===== src/rtl/gradient_flow_sequencer_if.sv =====
// Host command / pump-valve driver bundle for the gradient flow sequencer.
interface gradient_flow_sequencer_if #(
  parameter int unsigned N_OUT = 9
);
  logic             start;
  logic             abort;
  logic [7:0]       ratio;
  logic [1:0]       pump_en;
  logic [1:0]       pump_step;
  logic [N_OUT-1:0] valve_sel;
  logic [3:0]       outlet_idx;
  logic             sample_strobe;
  logic             busy;
  logic             done;

  // Host side: issues commands, observes pump/valve activity.
  modport master (
    output start, abort, ratio,
    input  pump_en, pump_step, valve_sel, outlet_idx, sample_strobe, busy, done
  );

  // Sequencer side.
  modport slave (
    input  start, abort, ratio,
    output pump_en, pump_step, valve_sel, outlet_idx, sample_strobe, busy, done
  );
endinterface


===== src/rtl/gradient_flow_sequencer.sv =====
// Runs one gradient experiment: prime pumps, settle, then scan outlet valves.
module gradient_flow_sequencer #(
  parameter int unsigned N_OUT         = 9,
  parameter int unsigned STEP_DIV      = 16,
  parameter int unsigned PRIME_STEPS   = 64,
  parameter int unsigned SETTLE_CYCLES = 256,
  parameter int unsigned DWELL_CYCLES  = 128,
  parameter int unsigned CNT_W         = 16
) (
  input  logic                     clk,
  input  logic                     rst_n,
  gradient_flow_sequencer_if.slave bus
);

  localparam int unsigned IDX_W   = 4;
  localparam int unsigned RATIO_W = 8;

  typedef enum logic [2:0] {
    ST_IDLE,
    ST_PRIME,
    ST_SETTLE,
    ST_COLLECT,
    ST_DONE
  } state_t;

  state_t             state_q, state_nxt;
  logic [CNT_W-1:0]   div_q, div_nxt;
  logic [CNT_W-1:0]   phase_q, phase_nxt;
  logic [IDX_W-1:0]   idx_q, idx_nxt;
  logic [RATIO_W-1:0] acc_q, acc_nxt;
  logic [RATIO_W-1:0] ratio_q, ratio_nxt;

  logic               a_step;
  logic               prime_last;
  logic               settle_last;
  logic               dwell_last;
  logic               idx_last;

  logic               busy_d, done_d, sample_d;
  logic [1:0]         pump_en_d, pump_step_d;
  logic [N_OUT-1:0]   valve_d;
  logic [IDX_W-1:0]   idx_d;

  logic               busy_q, done_q, sample_q;
  logic [1:0]         pump_en_q, pump_step_q;
  logic [N_OUT-1:0]   valve_q;
  logic [IDX_W-1:0]   idx_out_q;

  // Terminal-count decodes for the current cycle.
  always_comb begin
    a_step      = (div_q == CNT_W'(STEP_DIV - 1));
    prime_last  = (phase_q == CNT_W'(PRIME_STEPS - 1));
    settle_last = (phase_q == CNT_W'(SETTLE_CYCLES - 1));
    dwell_last  = (phase_q == CNT_W'(DWELL_CYCLES - 1));
    idx_last    = (idx_q == IDX_W'(N_OUT - 1));
  end

  // FSM state register.
  always_ff @(posedge clk or negedge rst_n) begin
    if (!rst_n) state_q <= ST_IDLE;
    else        state_q <= state_nxt;
  end

  // FSM next-state logic; abort wins over phase completion in busy states.
  always_comb begin
    state_nxt = state_q;
    case (state_q)
      ST_IDLE:    if (bus.start) state_nxt = ST_PRIME;
      ST_PRIME: begin
        if (bus.abort)                   state_nxt = ST_IDLE;
        else if (a_step && prime_last)   state_nxt = ST_SETTLE;
      end
      ST_SETTLE: begin
        if (bus.abort)                   state_nxt = ST_IDLE;
        else if (settle_last)            state_nxt = ST_COLLECT;
      end
      ST_COLLECT: begin
        if (bus.abort)                   state_nxt = ST_IDLE;
        else if (dwell_last && idx_last) state_nxt = ST_DONE;
      end
      ST_DONE:    state_nxt = ST_IDLE;
      default:    state_nxt = ST_IDLE;
    endcase
  end

  // Counter next values; everything clears whenever the run is not continuing.
  always_comb begin
    div_nxt   = '0;
    phase_nxt = '0;
    idx_nxt   = '0;
    acc_nxt   = '0;
    ratio_nxt = ratio_q;
    if (state_q == ST_IDLE) begin
      if (bus.start) ratio_nxt = bus.ratio;
    end else if (state_nxt inside {ST_PRIME, ST_SETTLE, ST_COLLECT}) begin
      div_nxt = a_step ? '0 : div_q + CNT_W'(1);
      acc_nxt = a_step ? acc_q + ratio_q : acc_q;
      case (state_q)
        ST_PRIME: begin
          if (a_step) phase_nxt = prime_last ? '0 : phase_q + CNT_W'(1);
          else        phase_nxt = phase_q;
        end
        ST_SETTLE:  phase_nxt = settle_last ? '0 : phase_q + CNT_W'(1);
        ST_COLLECT: begin
          phase_nxt = dwell_last ? '0 : phase_q + CNT_W'(1);
          idx_nxt   = dwell_last ? idx_q + IDX_W'(1) : idx_q;
        end
        default: phase_nxt = '0;
      endcase
    end
  end

  // Output decode from next-cycle values so registered outputs align with state.
  always_comb begin
    busy_d      = (state_nxt inside {ST_PRIME, ST_SETTLE, ST_COLLECT});
    done_d      = (state_nxt == ST_DONE);
    pump_en_d   = busy_d ? 2'b11 : 2'b00;
    pump_step_d = 2'b00;
    valve_d     = '0;
    idx_d       = '0;
    sample_d    = 1'b0;
    if (busy_d && (div_nxt == CNT_W'(STEP_DIV - 1))) begin
      pump_step_d[0] = 1'b1;
      pump_step_d[1] = ((9'(acc_nxt) + 9'(ratio_nxt)) > 9'd255);
    end
    if (state_nxt == ST_COLLECT) begin
      valve_d  = N_OUT'(1) << idx_nxt;
      idx_d    = idx_nxt;
      sample_d = (phase_nxt == CNT_W'(DWELL_CYCLES - 1));
    end
  end

  // Datapath counters and latched ratio.
  always_ff @(posedge clk or negedge rst_n) begin
    if (!rst_n) begin
      div_q   <= '0;
      phase_q <= '0;
      idx_q   <= '0;
      acc_q   <= '0;
      ratio_q <= '0;
    end else begin
      div_q   <= div_nxt;
      phase_q <= phase_nxt;
      idx_q   <= idx_nxt;
      acc_q   <= acc_nxt;
      ratio_q <= ratio_nxt;
    end
  end

  // Output registers.
  always_ff @(posedge clk or negedge rst_n) begin
    if (!rst_n) begin
      busy_q      <= 1'b0;
      done_q      <= 1'b0;
      sample_q    <= 1'b0;
      pump_en_q   <= 2'b00;
      pump_step_q <= 2'b00;
      valve_q     <= '0;
      idx_out_q   <= '0;
    end else begin
      busy_q      <= busy_d;
      done_q      <= done_d;
      sample_q    <= sample_d;
      pump_en_q   <= pump_en_d;
      pump_step_q <= pump_step_d;
      valve_q     <= valve_d;
      idx_out_q   <= idx_d;
    end
  end

  assign bus.busy          = busy_q;
  assign bus.done          = done_q;
  assign bus.sample_strobe = sample_q;
  assign bus.pump_en       = pump_en_q;
  assign bus.pump_step     = pump_step_q;
  assign bus.valve_sel     = valve_q;
  assign bus.outlet_idx    = idx_out_q;

endmodule


===== src/flat_wrapper.sv =====
// flat-port wrapper written by rule: the top's interface ports become plain ports
module gradient_flow_sequencer_flat 
#(
  parameter int unsigned N_OUT         = 9,
  parameter int unsigned STEP_DIV      = 16,
  parameter int unsigned PRIME_STEPS   = 64,
  parameter int unsigned SETTLE_CYCLES = 256,
  parameter int unsigned DWELL_CYCLES  = 128,
  parameter int unsigned CNT_W         = 16
)
  (clk, rst_n, bus_start, bus_abort, bus_ratio, bus_pump_en, bus_pump_step, bus_valve_sel, bus_outlet_idx, bus_sample_strobe, bus_busy, bus_done);
  gradient_flow_sequencer_if #(.N_OUT(N_OUT)) bus_i ();
  input  logic clk;
  input  logic rst_n;
  input wire logic [$bits(bus_i.start)-1:0] bus_start;
  input wire logic [$bits(bus_i.abort)-1:0] bus_abort;
  input wire logic [$bits(bus_i.ratio)-1:0] bus_ratio;
  output wire logic [$bits(bus_i.pump_en)-1:0] bus_pump_en;
  output wire logic [$bits(bus_i.pump_step)-1:0] bus_pump_step;
  output wire logic [$bits(bus_i.valve_sel)-1:0] bus_valve_sel;
  output wire logic [$bits(bus_i.outlet_idx)-1:0] bus_outlet_idx;
  output wire logic [$bits(bus_i.sample_strobe)-1:0] bus_sample_strobe;
  output wire logic [$bits(bus_i.busy)-1:0] bus_busy;
  output wire logic [$bits(bus_i.done)-1:0] bus_done;
  assign bus_i.start = bus_start;
  assign bus_i.abort = bus_abort;
  assign bus_i.ratio = bus_ratio;
  assign bus_pump_en = bus_i.pump_en;
  assign bus_pump_step = bus_i.pump_step;
  assign bus_valve_sel = bus_i.valve_sel;
  assign bus_outlet_idx = bus_i.outlet_idx;
  assign bus_sample_strobe = bus_i.sample_strobe;
  assign bus_busy = bus_i.busy;
  assign bus_done = bus_i.done;
  gradient_flow_sequencer #(.N_OUT(N_OUT), .STEP_DIV(STEP_DIV), .PRIME_STEPS(PRIME_STEPS), .SETTLE_CYCLES(SETTLE_CYCLES), .DWELL_CYCLES(DWELL_CYCLES), .CNT_W(CNT_W)) u_core (.clk(clk), .rst_n(rst_n), .bus(bus_i));
endmodule

===== config.mk =====
export PLATFORM = sky130hd
export DESIGN_NAME = gradient_flow_sequencer_flat
export DESIGN_NICKNAME = d
export VERILOG_FILES = /design/src/rtl/gradient_flow_sequencer_if.sv /design/src/rtl/gradient_flow_sequencer.sv /design/src/flat_wrapper.sv
export SDC_FILE = /design/constraint.sdc
export NUM_CORES = 1
export LEC_CHECK = 0
export ABC_AREA = 1
export ABC_CLOCK_PERIOD_IN_PS = 8650
export BUFFER_PORTS_ARGS = -buffer_cell sky130_fd_sc_hd__buf_2
export CORE_MARGIN = 4
export CORE_UTILIZATION = 45
export DETAILED_ROUTE_END_ITERATION = 8
export PLACE_DENSITY = 0.71
export SLEW_MARGIN = 20
export SYNTH_ARGS = -nofsm -noshare
export SYNTH_HDL_FRONTEND = slang
export SYNTH_SLANG_ARGS = --single-unit

===== constraint.sdc =====
create_clock -name clk -period 8.65 [get_ports clk]
set_input_delay 1.73 -clock clk [delete_from_list [all_inputs] [get_ports clk]]
set_output_delay 1.73 -clock clk [all_outputs]
set_load 0.005 [all_outputs]

## Yosys cells after proc, flatten, opt, wreduce, memory -nomap -nowiden

Cells that the tools add are included.

| word-level totals | value |
|---|---|
| bits in registers | 75 |
| input port bits | 12 |
| output and inout bits | 20 |

| operators by class | value |
|---|---|
| add/sub/neg operators | 5 |
| magnitude comparators | 1 |
| equality and inequality tests | 14 |
| shift-type cells | 1 |
| multiplexer cells | 32 |
| reductions and logical operators | 5 |

Operator list:

| cell | number |
|---|---|
| two-way mux 16 bit | 9 |
| one-hot mux 16 bit (3 select lines) | 1 |
| two-way mux 8 bit | 5 |
| adder 16 x 1 -> 16 bit (second input constant) | 2 |
| == test 16 x 4 -> 1 bit (second input constant) | 2 |
| == test 16 x 7 -> 1 bit (second input constant) | 2 |
| two-way mux 3 bit | 7 |
| two-way mux 4 bit | 5 |
| == test 16 x 6 -> 1 bit (second input constant) | 1 |
| == test 16 x 8 -> 1 bit (second input constant) | 1 |
| == test 3 x 2 -> 1 bit (second input constant) | 4 |
| one-hot mux 3 bit (4 select lines) | 1 |
| adder 8 x 8 -> 9 bit | 1 |
| > comparator 9 x 8 -> 1 bit (second input constant) | 1 |
| two-way mux 9 bit | 1 |
| << shifter 1 x 4 -> 9 bit (first input constant) | 1 |
| adder 8 bit | 1 |
| == test 3 x 1 -> 1 bit (second input constant) | 2 |
| adder 4 x 1 -> 4 bit (second input constant) | 1 |
| == test 4 bit (second input constant) | 1 |
| two-way mux 2 bit | 2 |
| == test 3 bit (second input constant) | 1 |
| logical AND 1 bit | 3 |
| zero test 3 bit | 1 |
| 2 further kinds | 2 |

## Longest topological paths before layout

Gate-level depths: netlist of run 1.

| depth | value |
|---|---|
| depth after elaboration | 12 |
| depth in mapped cells | 19 |
| gate-level depth less buffers | 19 |

## Worst setup path before layout of run 1

OpenSTA, ideal clock, no wires.

| timing | value |
|---|---|
| path type | input -> register |
| from | in bus_abort |
| to | reg u_core.pump_step_q[1], in the netlist u_core.bus.pump_step[1] |
| library setup time | 0.135 ns |
| data arrival time | 3.614 ns |
| required time | 8.515 ns |
| path slack | 4.901 ns |
| stages on the path | 14 |
| path buffers | 0 |
| cells stage by stage | nor3_1 > nand3_1 > nand2_1 > nand2_1 > nand2_2 > nor2_4 > nor2_1 > inv_2 > a211oi_1 > ha_1 > a21oi_1 > nor2_1 > a2111oi_0 > nor2_2 |

| between the ends | value |
|---|---|
| cells in the longest elaborated chain, start to end | 9 |

RTL lines:

| item | RTL line | source |
|---|---|---|
| start: declaration | flat_wrapper.sv:16 | `input wire logic [$bits(bus_i.abort)-1:0] bus_abort;` |
| two-way mux 3 bit, on equally long branches | gradient_flow_sequencer.sv:78, gradient_flow_sequencer.sv:74, gradient_flow_sequencer.sv:70 |  |
| one-hot mux 3 bit (4 select lines) * | gradient_flow_sequencer.sv:67 | `case (state_q)` |
| named net u_core.state_nxt[0] | gradient_flow_sequencer.sv:26 | `state_t state_q, state_nxt;` |
| == test 3 x 1 -> 1 bit or == test 3 x 2 -> 1 bit (tied branches) | gradient_flow_sequencer.sv:95 | `end else if (state_nxt inside {ST_PRIME, ST_SETTLE, ST_COLLECT}) begin` |
| nonzero test 3 bit * | gradient_flow_sequencer.sv:95 |  |
| two-way mux 8 bit * | gradient_flow_sequencer.sv:95 |  |
| two-way mux 8 bit * | gradient_flow_sequencer.sv:93 | `if (state_q == ST_IDLE) begin` |
| named net u_core.acc_nxt[5] | gradient_flow_sequencer.sv:30 | `logic [RATIO_W-1:0] acc_q, acc_nxt;` |
| adder 8 x 8 -> 9 bit * | gradient_flow_sequencer.sv:124 | `pump_step_d[1] = ((9'(acc_nxt) + 9'(ratio_nxt)) > 9'd255);` |
| > comparator 9 x 8 -> 1 bit * | gradient_flow_sequencer.sv:124 |  |
| two-way mux 2 bit * | gradient_flow_sequencer.sv:122 | `if (busy_d && (div_nxt == CNT_W'(STEP_DIV - 1))) begin` |
| named net u_core.pump_step_d[1] | gradient_flow_sequencer.sv:40 | `logic [1:0] pump_en_d, pump_step_d;` |
| end signal: assignment | gradient_flow_sequencer.sv:165 | `pump_step_q <= pump_step_d;` |
| end: declaration | gradient_flow_sequencer.sv:45 | `logic [1:0] pump_en_q, pump_step_q;` |

Mark *: on every way through the listed nets, which the timed path passes. The rest lies on a longest branch.

## Worst setup path in the final report of run 1

Same ends and word-level chain as after synthesis.

==> reports/results.ini, run 1 <==
[placement]
numPortBuffers = 31
place_congestion = 0.8793
dp.cells = 768
dp_slack_ns = 4.098
dpl.hpwl_um = 7659
post_dp_cell_area_um2 = 4821

[cts]
clk_pin_slew_ns = 0.07
cts_tree = built
htreeDepth = 3
cts_resized = 0
cts.sinks = 73
post-cts-setup-buffers = 0
hold_buffers = 0
cts_root_buffer = clkbuf_8
clock_latency_ns = 0.36
cts.path.max_buffers = 2
numCtsBuffers = 9

[timing]
hold_viol_final = 0
fin_crit_sh_pct = 48.55
finalClockSkew_ns = 0.009118
tightest_slew_ns = 0.9217
fin_crit_ns = 4.199
fin_ws_ns = 4.451
slew_viol_final = 0
rsz0062_at_grt = no
fmax_mhz = 238.1
setup_viol = 0
max_slew_margin_pct = 38.55
fin_tns_setup_ns = 0
whs_ns = 0.5297

[global_route]
grt_pass1_vias = 4051
antenna_found_initial = 0
grt_max_degree = 74
grt_pass1_wl_um = 18170
gr-total-overflow = 0
grtUsageTotal_pct = 19.28

[power]
clockPowerShare_pct = 38.1
p_sw_mw = 0.1987
total_power_mw = 0.7126
intPower_mw = 0.5139
p_leak_nw = 2.541
swShare_pct = 27.88
comb_power_share_pct = 11.5
irDropWorstVdd_v = 0.00006675
seqPwrFrac_pct = 50.4
p_per_area_nw_per_um2 = 142.0

[routing]
dr.max_layer_used = met4
met2WireLength_um = 5008
wl_um = 10510
routed-via-count = 4064
routed-wl-met3_um = 454
drt-initial-drc-count = 361
drc = 0
via_per_inst = 5.184
wire_per_inst_um = 13.41
wl_met1_um = 4811
drt_first_pass_iters = 7
postRouteAntennaNets = 0

[setup_path]
critPathRequiredTime_ns = 8.88
cp_data_arrival_time_ns = 4.43
cp-end-kind = flip-flop
worstPathMaxFanout = 26
cp-start-kind = input port
crit_chain = buf_2, nor2_1, inv_1, nand2_1, nand2_1, nand2_2, nor2_4, nor2_1, inv_2, a21oi_1, ha_1, fa_1, nand3_1, a21oi_1, a2111oi_0, nor2_2
crit_type = input port to flip-flop
critPathSlowestCell = nor2_4
cp_slowest_stage_delay_ns = 0.51

[yosys]
yosysWarnings = 0
synth_largest_area_cell = dfrtp_1
synthCells = 614
synth-seq-cells = 73
synth_area_per_cell_um2 = 7.438
synth_cell_types = 40
netlist.area_leader.share_pct = 40.00
seq_area_frac_synth_pct = 40.00
syn_area_um2 = 4567
mappedNetlistNets = 646
synth.area.top_cells = dfrtp_1 40%, nand2_1 13%, nor2_1 7.8%

[floorplanning]
die_area_um2 = 11820
die_h_um = 108.7
die_x_um = 108.7
coreArea_um2 = 9819
start_util_pct = 46.51
num_rows = 36
ios = 32

[cells_and_area]
n_antenna_cell = 0
final_cell_area_um2 = 5017
area_delta_synth_final_pct = 9.863
fin_cells = 784
fin_nets = 678
drive_gt1_share_pct = 12.44
final_util_pct = 51.10

[flow_run]
cap_viol_max_count = 0

[run_status]
outcome = finished, final reports clean

[worst_hold_path]
worstHoldPathType = flip-flop to flip-flop

[final cells by class]
cell class                 count  area [um^2]
fill                         969         4802
multi-input combinational    452         2374
sequential                    73         1827
inverter                      79        296.5
tap                          133        166.4
timing repair buffer          31        157.7
clock buffer                  11        141.4
clock inverter                 5        55.05
[state kept, by name, indices dropped and copies added (netlist names)]
register                  cells
u_core.bus.pump_en            1
u_core.bus.valve_sel          9
u_core.bus.done               1
u_core.phase_q               16
u_core.bus.sample_strobe      1
u_core.state_q                3
u_core.acc_q                  8
u_core.div_q                 16
u_core.ratio_q                8
u_core.idx_q                  4
u_core.bus.pump_step          2
u_core.bus.outlet_idx         4
[cell usage in the layout (no fill, tap or decap), drive strengths merged]
master and n:
xor2 19, a211oi 5, fa 2, buf 31
clkinv 3, dfrtp 73, nand4 10, o21bai 1
nor2 109, inv 78, o22ai 1, clkinvlp 2
o21ai 17, ha 18, clkbuf 11, and3 1
nand3b 2, o21a 1, nor4 2, a2111oi 1
o211ai 5, nand2b 1, a31oi 1, and2 1
nor3 21, xnor2 4, bufinv 1, nand2 165
nand3 39, a21oi 26
[layer usage]
layer	global-route usage, %	up-vias
met2	32.52	116
met4	7.394	0
met3	3.552	21
li1	-	2019
met1	24.59	1908
met5	0	-
[critical path: cells and delay by family]
family	cells	cell delay, ns
AOI/OAI and AO/OA	3	0.57
adders and majority gates	2	0.56
buffers and inverters	3	0.37
and+or+nand+nor	8	1.18
[cells by family after synthesis]
group	count (synthesis)	synth area share (%)
xor+xnor	23	4.411
buf+inv	89	8.027
fa+ha+maj	20	5.808
flops	73	40.00
simple gates	351	34.44
compound gates	58	7.315
[synthesized netlist by cell type]
library cell	number
a2111oi_0	1
a211oi_1	5
a21oi_1	26
a31oi_1	1
and2_1	1
and3_1	1
buf_2	5
buf_4	3
buf_6	2
clkinv_1	1
dfrtp_1	73
fa_1	2
ha_1	18
inv_1	74
inv_2	4
nand2_1	157
nand2_2	7
nand2_4	1
nand2b_1	1
nand3_1	34
nand3_2	4
nand3_4	1
nand3b_1	2
nand4_1	10
nor2_1	95
nor2_2	9
nor2_4	5
nor3_1	20
nor3_4	1
nor4_1	1
nor4_2	1
o211ai_1	5
o21a_1	1
o21ai_0	12
o21ai_1	3
o21ai_2	2
o21bai_1	1
o22ai_1	1
xnor2_1	4
xor2_1	19
[final timing paths]
path,start,endpoint,slack (ns),cells past startpoint
setup reg to reg,u_core.div_q[0]$_DFF_PN0_,u_core.bus.pump_step[1]$_DFF_PN0_,4.81,18
hold / removal,u_core.acc_q[7]$_DFF_PN0_,u_core.acc_q[7]$_DFF_PN0_,0.53,1
min in group asynchronous,rst_n,u_core.phase_q[12]$_DFF_PN0_,1.51,1
hold reg to reg,u_core.acc_q[7]$_DFF_PN0_,u_core.acc_q[7]$_DFF_PN0_,0.53,1
max in group asynchronous,rst_n,u_core.acc_q[7]$_DFF_PN0_,6.55,1
setup / recovery,bus_abort,u_core.bus.pump_step[1]$_DFF_PN0_,4.45,16
[power groups by stage]
stage / logic (mW) / clock network [mW] / registers (mW)
finish: 0.0817 / 0.271 / 0.359
global route: 0.0930 / 0.292 / 0.361
CTS: 0.0820 / 0.277 / 0.359
detailed placement: 0.0816 / 0 / 0.366
global placement: 0.0800 / 0 / 0.366
floorplan: 0.0570 / 0 / 0.364
No activity file was read; power rests on OpenSTA's default activity.
==> inputs of run 2 (changes only) <==
- ABC_CLOCK_PERIOD_IN_PS: 8650 -> 3900
- clock period: 8.65 -> 3.9 ns (I/O delays scaled with it)
==> run 2 against run 1 <==
Compared with the run above: power grew 130%; largest power group unchanged; non-clock buffer count grew 3; critical endpoint unchanged; critical path type is now flip-flop to flip-flop; design area grew 1.0%; hold slack gained 0.0030 ns; clock power grew to 2.5 times the previous value.
==> reports/results.ini, run 2 (synthesis results as in run 1) <==
[setup_path]
critPathSlowestCell = inv_1
regToRegStartpoint = u_core.div_q[0]$_DFF_PN0_
cp-start-kind = flip-flop
crit_chain = ha_1, nand3_2, nor2_2, nand2_4, inv_1, nor2_1, a211oi_1, ha_1, a21oi_1, nor2_1, a2111oi_0, nor2_2
cp-end-kind = flip-flop
r2r_slack_ns = 0.52  ; -4.29 ns
regToRegEndpoint = u_core.bus.pump_step[1]$_DFF_PN0_
reg2reg_depth = 12  ; -6
cp_data_arrival_time_ns = 3.61  ; -0.82 ns
cp_slowest_stage_delay_ns = 0.58  ; +0.07 ns
worstPathMaxFanout = 22  ; -15%
critPathRequiredTime_ns = 4.13  ; -4.75 ns
crit_type = flip-flop to flip-flop

[cts]
cts.path.max_buffers = 2  ; unchanged
numCtsBuffers = 9  ; unchanged
clk_pin_slew_ns = 0.09  ; +0.02 ns
htreeDepth = 3  ; unchanged
cts.sinks = 73  ; unchanged
cts_resized = 0  ; unchanged
clock_latency_ns = 0.35  ; about the same
cts_tree = built
hold_buffers = 0  ; unchanged
post-cts-setup-buffers = 0  ; unchanged
cts_root_buffer = clkbuf_8

[power]
irDropWorstVdd_v = 0.0001716  ; +160%
total_power_mw = 1.665  ; +130%
p_per_area_nw_per_um2 = 328.6  ; +130%
p_leak_nw = 2.568  ; +1.0%

[placement]
dp.cells = 771  ; +0.39%
place_congestion = 0.9058  ; +3.0%
dp_slack_ns = 0.5493  ; -3.549 ns
dpl.hpwl_um = 7795  ; +1.8%
numPortBuffers = 31  ; unchanged
post_dp_cell_area_um2 = 4843  ; +0.47%

[cells_and_area]
drive_gt1_share_pct = 13.00  ; +0.55 points
fin_nets = 681  ; +0.44%
final_cell_mix = 157 x nand2_1, 95 x nor2_1, 74 x inv_1
final_common_cell = nand2_1
area_delta_synth_final_pct = 10.99
final_util_pct = 51.62  ; +0.52 points
final.fill_count = 976  ; +0.72%
final_cell_area_um2 = 5069  ; +1.0%
fin_cells = 787  ; +0.38%
n_antenna_cell = 0  ; unchanged

[timing]
fin_crit_ns = 3.377
setup_viol = 0  ; unchanged
hold_viol_final = 0  ; unchanged
fmax_mhz = 296.1
tightest_slew_ns = 0.9257  ; +0.003939 ns
whs_ns = 0.5328  ; +0.003049 ns
finalClockSkew_ns = 0.01258  ; +0.003459 ns
fin_tns_setup_ns = 0  ; unchanged
fin_crit_sh_pct = 86.59
fin_ws_ns = 0.5230  ; -3.928 ns
slew_viol_final = 0  ; unchanged
rsz0062_at_grt = no
max_slew_margin_pct = 38.29  ; -0.26 points

[worst_hold_path]
worstHoldPathType = input port to asynchronous set/reset pin

[routing]
wire_per_inst_um = 13.48  ; +0.57%
via_per_inst = 5.104  ; -1.5%
drt-initial-drc-count = 277  ; -23%
routed-via-count = 4017  ; -1.2%
postRouteAntennaNets = 0  ; unchanged
wl_um = 10610  ; +0.95%
drc = 0  ; unchanged
drt_first_pass_iters = 5  ; -2

[global_route]
gr-total-overflow = 0  ; unchanged
grt_pass1_wl_um = 18100  ; -0.38%
antenna_found_initial = 0  ; unchanged
grt_pass1_vias = 3858  ; -4.8%
grtUsageTotal_pct = 19.27  ; about the same
grt_max_degree = 74  ; unchanged

[floorplanning]
start_util_pct = 46.51  ; unchanged
die_area_um2 = 11820  ; unchanged
ios = 32  ; unchanged
num_rows = 36  ; unchanged
die_h_um = 108.7  ; unchanged
coreArea_um2 = 9819  ; unchanged
die_x_um = 108.7  ; unchanged

[flow_run]
cap_viol_max_count = 0  ; unchanged

[run_status]
outcome = finished, final reports clean

-- run 2: critical path: cells and delay by family, from the launching register on --
kind | cells | cell delay (ns)
AOI/OAI and AO/OA | 3 | 0.92
DFF | 1 | 0.45
buffers and inverters | 1 | 0.58
adders and majority gates | 2 | 0.59
and+or+nand+nor | 6 | 0.71
-- run 2: routing by layer --
layer / wire length (um) / global-route usage, % / vias to the layer above / part of all wire [%]
li1: - / - / 2025 / -
met1: 4805 / 25.25 / 1874 / 45
met2: 5103 / 32.61 / 104 / 48
met3: 539 / 2.901 / 14 / 5.1
met4: 163 / 6.492 / 0 / 1.5
met5: 0 / 0 / - / 0
-- run 2: worst max path at each step --
stage               cells after the start                                end                 startpoint  slack, ns
finish                                 12  u_core.bus.pump_step[1]$_DFF_PN0_  u_core.div_q[0]$_DFF_PN0_       0.52
global route                           12  u_core.bus.pump_step[1]$_DFF_PN0_  u_core.div_q[0]$_DFF_PN0_       0.18
CTS                                    12  u_core.bus.pump_step[1]$_DFF_PN0_  u_core.div_q[0]$_DFF_PN0_       0.52
detailed placement                     18  u_core.bus.pump_step[1]$_DFF_PN0_  u_core.div_q[0]$_DFF_PN0_       0.55
global placement                       12  u_core.bus.pump_step[1]$_DFF_PN0_  u_core.div_q[0]$_DFF_PN0_       0.70
floorplan                              18  u_core.bus.pump_step[1]$_DFF_PN0_  u_core.div_q[0]$_DFF_PN0_       0.95
-- run 2: report_power, final --
group | internal (mW) | leakage [nW] | switching, mW
registers | 0.778 | 1.00 | 0.0193
logic | 0.0548 | 1.46 | 0.134
clock network | 0.366 | 0.106 | 0.313
-- run 2: cell type report --
cell class	count	area, um^2	area share, %
well taps	133	166.4	3.283
repair buffers	34	180.2	3.555
multi-input cells	452	2374	46.83
flip-flops and latches	73	1827	36.04
clock inverters	7	101.3	2.000
inverters	79	296.5	5.850
clock buffers	9	123.9	2.444
